File: src/rtl/mul8_nibble_seq_if.sv
// Operand/result handshake bundle for mul8_nibble_seq.
//   in_valid/in_ready  : operand handshake, in_a/in_b/in_acc sampled at accept
//   acc_clr            : synchronous accumulator clear
//   out_valid/out_ready: result handshake, out_prod/out_acc/acc_ovf/busy status
// master = operand source / result sink side, slave = multiplier side.
interface mul8_nibble_seq_if #(
    parameter int unsigned ACC_W = 24
);
    logic             in_valid;
    logic             in_ready;
    logic [7:0]       in_a;
    logic [7:0]       in_b;
    logic             in_acc;
    logic             acc_clr;
    logic             out_valid;
    logic             out_ready;
    logic [15:0]      out_prod;
    logic [ACC_W-1:0] out_acc;
    logic             acc_ovf;
    logic             busy;

    modport master (
        output in_valid, in_a, in_b, in_acc, acc_clr, out_ready,
        input  in_ready, out_valid, out_prod, out_acc, acc_ovf, busy
    );

    modport slave (
        input  in_valid, in_a, in_b, in_acc, acc_clr, out_ready,
        output in_ready, out_valid, out_prod, out_acc, acc_ovf, busy
    );
endinterface

File: src/rtl/mul8_nibble_seq.sv
// Sequential 8x8 unsigned multiplier with optional accumulator.
// Each operand is split into nibbles; one 4x4 partial product per cycle is
// shifted and summed into a 16-bit product, optionally added into an
// ACC_W-bit accumulator (saturating or wrapping).
// Ports:
//   clk    : clock, rising edge
//   rst    : asynchronous, active-high reset
//   io_bus : mul8_nibble_seq_if.slave (operand/result handshakes, status)

// Exact 4x4 unsigned multiplier core (combinational).
module mul8_nibble_core (
    input  logic [3:0] i_a,
    input  logic [3:0] i_b,
    output logic [7:0] o_p_c
);
    assign o_p_c = 8'(i_a) * 8'(i_b);
endmodule

module mul8_nibble_seq #(
    parameter int unsigned ACC_W = 24,
    parameter bit          SAT   = 1'b0
) (
    input  logic             clk,
    input  logic             rst,
    mul8_nibble_seq_if.slave io_bus
);
    localparam int unsigned OP_W   = 8;
    localparam int unsigned NIB_W  = 4;
    localparam int unsigned PROD_W = 16;
    localparam int unsigned SUM_W  = ACC_W + 1;

    typedef enum logic [1:0] {
        S_IDLE = 2'd0,
        S_MUL  = 2'd1,
        S_HOLD = 2'd2
    } state_t;

    state_t              r_state;
    state_t              w_state_next;
    logic [OP_W-1:0]     r_a;
    logic [OP_W-1:0]     r_b;
    logic                r_acc_en;
    logic [1:0]          r_cnt;
    logic [PROD_W-1:0]   r_prod;
    logic [PROD_W-1:0]   r_out_prod;
    logic [ACC_W-1:0]    r_acc;
    logic                r_ovf;

    logic                w_in_ready;
    logic                w_out_valid;
    logic                w_busy;
    logic                w_accept;
    logic                w_last;
    logic [NIB_W-1:0]    w_core_a;
    logic [NIB_W-1:0]    w_core_b;
    logic [2*NIB_W-1:0]  w_core_p;
    logic [PROD_W-1:0]   w_step;
    logic [PROD_W-1:0]   w_prod_next;
    logic [SUM_W-1:0]    w_sum;

    // State register.
    always_ff @(posedge clk or posedge rst) begin
        if (rst) begin
            r_state <= S_IDLE;
        end else begin
            r_state <= w_state_next;
        end
    end

    // Next-state logic.
    always_comb begin
        w_state_next = r_state;
        case (r_state)
            S_IDLE:  if (w_accept) w_state_next = S_MUL;
            S_MUL:   if (r_cnt == 2'd3) w_state_next = S_HOLD;
            S_HOLD:  if (io_bus.out_ready) w_state_next = S_IDLE;
            default: w_state_next = S_IDLE;
        endcase
    end

    // State-decoded outputs; in_ready is also masked by reset.
    always_comb begin
        w_in_ready  = 1'b0;
        w_out_valid = 1'b0;
        w_busy      = 1'b1;
        case (r_state)
            S_IDLE: begin
                w_in_ready = ~rst;
                w_busy     = 1'b0;
            end
            S_HOLD:  w_out_valid = 1'b1;
            default: ;
        endcase
    end

    assign w_accept = io_bus.in_valid & w_in_ready;
    assign w_last   = (r_state == S_MUL) && (r_cnt == 2'd3);

    // cnt[0] picks the a nibble, cnt[1] the b nibble.
    assign w_core_a = r_cnt[0] ? r_a[7:4] : r_a[3:0];
    assign w_core_b = r_cnt[1] ? r_b[7:4] : r_b[3:0];

    mul8_nibble_core u_core (
        .i_a   (w_core_a),
        .i_b   (w_core_b),
        .o_p_c (w_core_p)
    );

    // Weight of the partial product: nibble-index sum times four bits.
    always_comb begin
        w_step = PROD_W'(w_core_p);
        case (r_cnt)
            2'd1, 2'd2: w_step = PROD_W'(w_core_p) << 4;
            2'd3:       w_step = PROD_W'(w_core_p) << 8;
            default:    ;
        endcase
    end

    assign w_prod_next = r_prod + w_step;
    assign w_sum       = SUM_W'(r_acc) + SUM_W'(w_prod_next);

    // Operand latch and partial-product accumulation.
    always_ff @(posedge clk or posedge rst) begin
        if (rst) begin
            r_a        <= '0;
            r_b        <= '0;
            r_acc_en   <= 1'b0;
            r_cnt      <= '0;
            r_prod     <= '0;
            r_out_prod <= '0;
        end else if (w_accept) begin
            r_a      <= io_bus.in_a;
            r_b      <= io_bus.in_b;
            r_acc_en <= io_bus.in_acc;
            r_cnt    <= '0;
            r_prod   <= '0;
        end else if (r_state == S_MUL) begin
            r_prod <= w_prod_next;
            r_cnt  <= r_cnt + 2'd1;
            if (w_last) begin
                r_out_prod <= w_prod_next;
            end
        end
    end

    // Accumulator: clear takes effect before a coincident add.
    always_ff @(posedge clk or posedge rst) begin
        if (rst) begin
            r_acc <= '0;
            r_ovf <= 1'b0;
        end else if (io_bus.acc_clr) begin
            r_acc <= (w_last && r_acc_en) ? ACC_W'(w_prod_next) : '0;
            r_ovf <= 1'b0;
        end else if (w_last && r_acc_en) begin
            if (w_sum[ACC_W]) begin
                r_acc <= SAT ? '1 : w_sum[ACC_W-1:0];
                r_ovf <= 1'b1;
            end else begin
                r_acc <= w_sum[ACC_W-1:0];
            end
        end
    end

    assign io_bus.in_ready  = w_in_ready;
    assign io_bus.out_valid = w_out_valid;
    assign io_bus.busy      = w_busy;
    assign io_bus.out_prod  = r_out_prod;
    assign io_bus.out_acc   = r_acc;
    assign io_bus.acc_ovf   = r_ovf;
endmodule
File: src/flat_wrapper.sv
// flat-port wrapper written by rule: the top's interface ports become plain ports
module mul8_nibble_seq_flat 
#(
    parameter int unsigned ACC_W = 24,
    parameter bit          SAT   = 1'b0
)
  (clk, rst, io_bus_in_valid, io_bus_in_a, io_bus_in_b, io_bus_in_acc, io_bus_acc_clr, io_bus_out_ready, io_bus_in_ready, io_bus_out_valid, io_bus_out_prod, io_bus_out_acc, io_bus_acc_ovf, io_bus_busy);
  mul8_nibble_seq_if #(.ACC_W(ACC_W)) io_bus_i ();
  input  logic clk;
  input  logic rst;
  input wire logic [$bits(io_bus_i.in_valid)-1:0] io_bus_in_valid;
  input wire logic [$bits(io_bus_i.in_a)-1:0] io_bus_in_a;
  input wire logic [$bits(io_bus_i.in_b)-1:0] io_bus_in_b;
  input wire logic [$bits(io_bus_i.in_acc)-1:0] io_bus_in_acc;
  input wire logic [$bits(io_bus_i.acc_clr)-1:0] io_bus_acc_clr;
  input wire logic [$bits(io_bus_i.out_ready)-1:0] io_bus_out_ready;
  output wire logic [$bits(io_bus_i.in_ready)-1:0] io_bus_in_ready;
  output wire logic [$bits(io_bus_i.out_valid)-1:0] io_bus_out_valid;
  output wire logic [$bits(io_bus_i.out_prod)-1:0] io_bus_out_prod;
  output wire logic [$bits(io_bus_i.out_acc)-1:0] io_bus_out_acc;
  output wire logic [$bits(io_bus_i.acc_ovf)-1:0] io_bus_acc_ovf;
  output wire logic [$bits(io_bus_i.busy)-1:0] io_bus_busy;
  assign io_bus_i.in_valid = io_bus_in_valid;
  assign io_bus_i.in_a = io_bus_in_a;
  assign io_bus_i.in_b = io_bus_in_b;
  assign io_bus_i.in_acc = io_bus_in_acc;
  assign io_bus_i.acc_clr = io_bus_acc_clr;
  assign io_bus_i.out_ready = io_bus_out_ready;
  assign io_bus_in_ready = io_bus_i.in_ready;
  assign io_bus_out_valid = io_bus_i.out_valid;
  assign io_bus_out_prod = io_bus_i.out_prod;
  assign io_bus_out_acc = io_bus_i.out_acc;
  assign io_bus_acc_ovf = io_bus_i.acc_ovf;
  assign io_bus_busy = io_bus_i.busy;
  mul8_nibble_seq #(.ACC_W(ACC_W), .SAT(SAT)) u_core (.clk(clk), .rst(rst), .io_bus(io_bus_i));
endmodule
File: config.mk
export PLATFORM = sky130hd
export DESIGN_NAME = mul8_nibble_seq_flat
export DESIGN_NICKNAME = d
export VERILOG_FILES = /design/src/rtl/mul8_nibble_seq_if.sv /design/src/rtl/mul8_nibble_seq.sv /design/src/flat_wrapper.sv
export SDC_FILE = /design/constraint.sdc
export NUM_CORES = 1
export LEC_CHECK = 0
export CAP_MARGIN = 20
export CORE_MARGIN = 1.5
export CORE_UTILIZATION = 51
export CTS_BUF_LIST = sky130_fd_sc_hd__clkbuf_16
export CTS_CLUSTER_SIZE = 28
export DETAILED_ROUTE_END_ITERATION = 6
export PLACE_DENSITY = 0.77
export RECOVER_POWER = 25
export SLEW_MARGIN = 20
export SYNTH_ARGS = -nofsm -noshare
export SYNTH_HDL_FRONTEND = slang
export SYNTH_SLANG_ARGS = --single-unit
File: constraint.sdc
create_clock -name clk -period 6.2 [get_ports clk]
set_clock_uncertainty 0.2 [all_clocks]
set_input_delay 0.93 -clock clk [delete_from_list [all_inputs] [get_ports clk]]
set_output_delay 0.93 -clock clk [all_outputs]
set_load 0.01 [all_outputs]
==> impl.org <==
** Critical path
- R2R Setup Slk :: -0.20 ns
- Worst setup path start :: u_core.r_cnt[1]$_DFFE_PP0P_
- STA classifies the critical path endpoint as a flip-flop.
- Depth of the worst register-to-register path :: 27
- The worst setup path is launched from a flip-flop.
- The startpoint identified for the worst register-to-register timing path is u_core.r_cnt[1]$_DFFE_PP0P_.
- Worst-path fanout max :: 6
- The critical path is of the reg2reg type.
- Data on the critical path arrives at its endpoint at 6.42 ns.
- The endpoint identified for the worst register-to-register timing path is u_core.io_bus.out_acc[19]$_DFFE_PP0P_.
- Data required time at the worst endpoint :: 6.23 ns

** Detailed routing
- The detailed router finished its first iteration with 355 violations.
- The pre-antenna-repair detailed-routing pass consisted of 6 iterations.
- Final Routed Wirelength :: 15500 microns
- After detailed routing, the average wire length per cell comes to 17.7 microns.
- In the routed design, unresolved DRC markers number 0.
- Via-to-Cell Ratio :: 5.91
- The detail route stage leaves a number of antenna-violating nets equal to 0.
- The routed layout has 5169 vias.

** Floorplanning
- The floorplan step set the die height to 106 microns.
- Total die area :: 11300 sq um
- The initial utilization of the core area, before any placement, comes to 52.7%.
- In this run the count of I/O pins placed on the die edge is 66.
- Floorplan core area :: 10400 sq um
- Die boundary width :: 106 microns
- Number of placement rows :: 37

** Finish
- Across the whole layout, storage elements account for 1950 sq um.
- Cells with a size suffix above 1 make up 27.9% of the layout.
- Antenna diodes :: 0
- Post-route non-filler standard cell count :: 874
- The net count of the finished layout is 809.
- Area of the multi-input gates :: 3790 sq um
- With fillers left out, the area of the finished cells amounts to 7580 sq um.
- Layout overhead on the synthesized area :: 38.7%
- Fill cells in the final layout number 716.

** Global routing
- The via count of the first global-routing pass came to 4929.
- Largest net degree at the start of global routing :: 57
- The first global-routing pass estimated 23200 microns of wire.
- For this run, the total global-route usage over all layers was measured as 25.8%.
- For this run the aggregate overflow at the end of global routing stands at 0.
- Antenna violations before repair :: 0

** Timing
- Max Clock Freq :: 0.156 GHz
- Count of endpoints failing setup in the final report :: 10
- The max-slew violation total from the final report was 37.
- In this run the tightest slew margin relative to its limit is -23.2%.
- Setup repair after global routing could not meet its margin everywhere.
- Subtracting the final worst setup slack from the clock period gives 6.40 ns.
- Setup slack on the critical path of the routed design comes to -0.196 ns.
- Hold slack final :: 0.272 ns
- Post-route clock period utilization :: 103%
- Total count of hold-check failures in the final report :: 0
- At the pin with the least slew margin, the transition time is 1.85 ns.

** Synth
- Summed over all instances, the cell type with the most area after synthesis is sky130_fd_sc_hd__dfrtp_1.
- Number of enable flip-flop cells after synthesis :: 0
- Among all cell types in the netlist, the one instantiated most often is sky130_fd_sc_hd__dfrtp_1.
- Sorting the synthesized cells by area gives the leading types as sky130_fd_sc_hd__dfrtp_1 36%, sky130_fd_sc_hd__ha_1 11%, sky130_fd_sc_hd__nor2_1 4.2%.
- Counting every net in the synthesized netlist gives 683.
- The cell area that synthesis handed to floorplanning was 5460 sq um.
- Top FF cell, synth :: sky130_fd_sc_hd__dfrtp_1
- Yosys printed 0 warnings.
- Post-synthesis cell type count :: 53
- Synthesis inferred 78 register bits.
- Of the synthesized area, sequential elements account for 35.7%.
- Avg Synthesized Cell Area :: 8.98 sq um
- Async set or reset register ratio after synthesis :: 100%
- Ranking of synthesized cells by instance count :: 78 x sky130_fd_sc_hd__dfrtp_1, 61 x sky130_fd_sc_hd__nor2_1, 55 x sky130_fd_sc_hd__nand2_1
- Share of the synthesized area in the top cell type :: 35.7%
- The cell count after synthesis came out at 608.

** Outcome
- The run finished, with violations left.
- The checks that failed: max-capacitance violations, max-slew violations, negative setup slack.

** Worst hold path
- Along the worst hold path, the cell count comes to 2.
- Worst Hold End :: u_core.io_bus.out_prod[2]$_DFFE_PP0P_
- The worst hold path belongs to the class reg2reg.
- The startpoint identified for the worst hold timing path is u_core.io_bus.out_prod[2]$_DFFE_PP0P_.

** CTS
- Worst skew pair latency :: 0.34 ns
- CTS Buffer Depth :: 2
- Clk pin slew, worst setup/hold paths :: 0.06 ns
- Number of H-tree levels :: 3
- For this design, the sink count on the clock tree is 78.
- TritonCTS built the clock tree.
- Clock root buffer :: sky130_fd_sc_hd__clkbuf_16
- Number of buffers created by CTS :: 9

** Placement
- Including well taps, the total number of placed cells is 849.
- During placement, the flow inserted port buffers numbering 65.
- Once detailed placement completed, the half-perimeter wirelength came to 10200 microns.
- Final RePlAce weighted congestion :: 0.918
- After detailed placement, the total cell area comes to 6720 sq um.

** Job
- Across the run, the number of max-cap violations was 1.
## state kept, by name (all words and copies together) (netlist names), 2 cells and up
signal,flops
u_core.r_state,2
u_core.r_a,8
u_core.io_bus.out_acc,24
u_core.r_b,8
u_core.r_cnt,2
u_core.io_bus.out_prod,16
u_core.r_prod,16
## stage by stage
| step | setup WS, ns | utilization (%) | TNS (ns) |
|---|---|---|---|
| after floorplan | 0.00166 | - | 0 |
| after global placement | -0.0905 | 64.8 | -0.337 |
| after detailed placement | -0.300 | 64.8 | -2.40 |
| after CTS | -0.0294 | 68.7 | -0.0488 |
| after global routing | -0.414 | 73.1 | -3.91 |
| final | -0.196 | 73.1 | -0.613 |
## cells in the final DEF (no fill, tap or decap), drive strengths merged, types with 11 or more instances in the layout
| cell | Yosys | layout |
|---|---|---|
| mux2 | 22 | 22 |
| nand3 | 12 | 12 |
| o21ai | 46 | 46 |
| a211oi | 11 | 11 |
| xnor2 | 15 | 15 |
| nor2 | 61 | 61 |
| a21o | 11 | 11 |
| nand2 | 55 | 55 |
| clkdlybuf4s50 | 0 | 43 |
| dlygate4sd3 | 0 | 22 |
| inv | 36 | 36 |
| mux2i | 13 | 13 |
| dfrtp | 78 | 78 |
| ha | 47 | 47 |
| buf | 6 | 73 |
| a21oi | 30 | 30 |
| o22ai | 24 | 24 |
| xor2 | 16 | 16 |
## kinds of logic (layout without fill, tap and decap cells)
| kind of cell | after synthesis | after routing | share of synthesized area (%) |
|---|---|---|---|
| buf+inv | 60 | 190 | 4.24 |
| compound gates | 167 | 167 | 19.4 |
| fa+ha+maj | 53 | 53 | 13.0 |
| xor+xnor | 31 | 31 | 4.97 |
| mux | 35 | 35 | 6.99 |
| simple gates | 184 | 184 | 15.7 |
| flops | 78 | 78 | 35.7 |
## final cells by class
type | instances | area share (%)
Tap cell | 136 | 2.25
Inverter | 36 | 1.78
Clock buffer | 9 | 2.97
Clock inverter | 6 | 1.16
Timing Repair Buffer | 139 | 16.1
Multi-Input combinational cell | 470 | 50.0
Sequential cell | 78 | 25.8
## worst max-delay path by stage
stage | to | slack [ns] | cells past startpoint
after floorplan | u_core.io_bus.out_acc[19]$_DFFE_PP0P_ | 0.002 | 28
after global placement | u_core.io_bus.out_acc[19]$_DFFE_PP0P_ | -0.09 | 25
after detailed placement | u_core.io_bus.out_acc[19]$_DFFE_PP0P_ | -0.30 | 25
after CTS | u_core.io_bus.out_acc[19]$_DFFE_PP0P_ | -0.03 | 26
after global routing | u_core.io_bus.out_acc[19]$_DFFE_PP0P_ | -0.41 | 27
final | u_core.io_bus.out_acc[19]$_DFFE_PP0P_ | -0.20 | 27
## worst max-delay path, cell delays in order (launching register included)
cell	delay, ns
sky130_fd_sc_hd__dfrtp_2	0.46
sky130_fd_sc_hd__mux2i_2	0.17
sky130_fd_sc_hd__or2_4	0.26
sky130_fd_sc_hd__fa_1	0.55
sky130_fd_sc_hd__inv_2	0.04
sky130_fd_sc_hd__fa_2	0.61
sky130_fd_sc_hd__inv_2	0.05
sky130_fd_sc_hd__fa_2	0.40
sky130_fd_sc_hd__inv_2	0.07
sky130_fd_sc_hd__a21o_1	0.12
sky130_fd_sc_hd__a21oi_2	0.08
sky130_fd_sc_hd__xnor2_2	0.15
sky130_fd_sc_hd__a22o_1	0.22
sky130_fd_sc_hd__ha_4	0.25
sky130_fd_sc_hd__buf_4	0.14
sky130_fd_sc_hd__a31oi_4	0.18
sky130_fd_sc_hd__o21bai_1	0.10
sky130_fd_sc_hd__a21oi_1	0.18
sky130_fd_sc_hd__xor2_1	0.24
sky130_fd_sc_hd__inv_1	0.11
sky130_fd_sc_hd__ha_4	0.31
sky130_fd_sc_hd__nand4_1	0.12
sky130_fd_sc_hd__a21oi_2	0.14
sky130_fd_sc_hd__o31a_1	0.24
sky130_fd_sc_hd__o31ai_2	0.08
sky130_fd_sc_hd__nor4b_4	0.15
sky130_fd_sc_hd__nor4_2	0.31
sky130_fd_sc_hd__mux2_1	0.34
## layer usage
| metal | global-route usage (%) | wire length [microns] | vias up |
|---|---|---|---|
| met5 | 0 | 0 | - |
| li1 | - | - | 2404 |
| met4 | 8.76 | 401 | 0 |
| met2 | 45.3 | 7910 | 198 |
| met1 | 32.5 | 6340 | 2524 |
| met3 | 3.62 | 816 | 43 |
## repair_timing
item                       CTS  global route
gates resized for setup     16            88
setup endpoints to repair   14            16
pin swaps                   14            47
hold endpoints to repair     0             0
hold buffers                 0             0
setup buffers                2             8
Power is left out: the tool's default activity adds up to more than one toggle a clock period on the data nets, which glitch-free logic cannot reach.
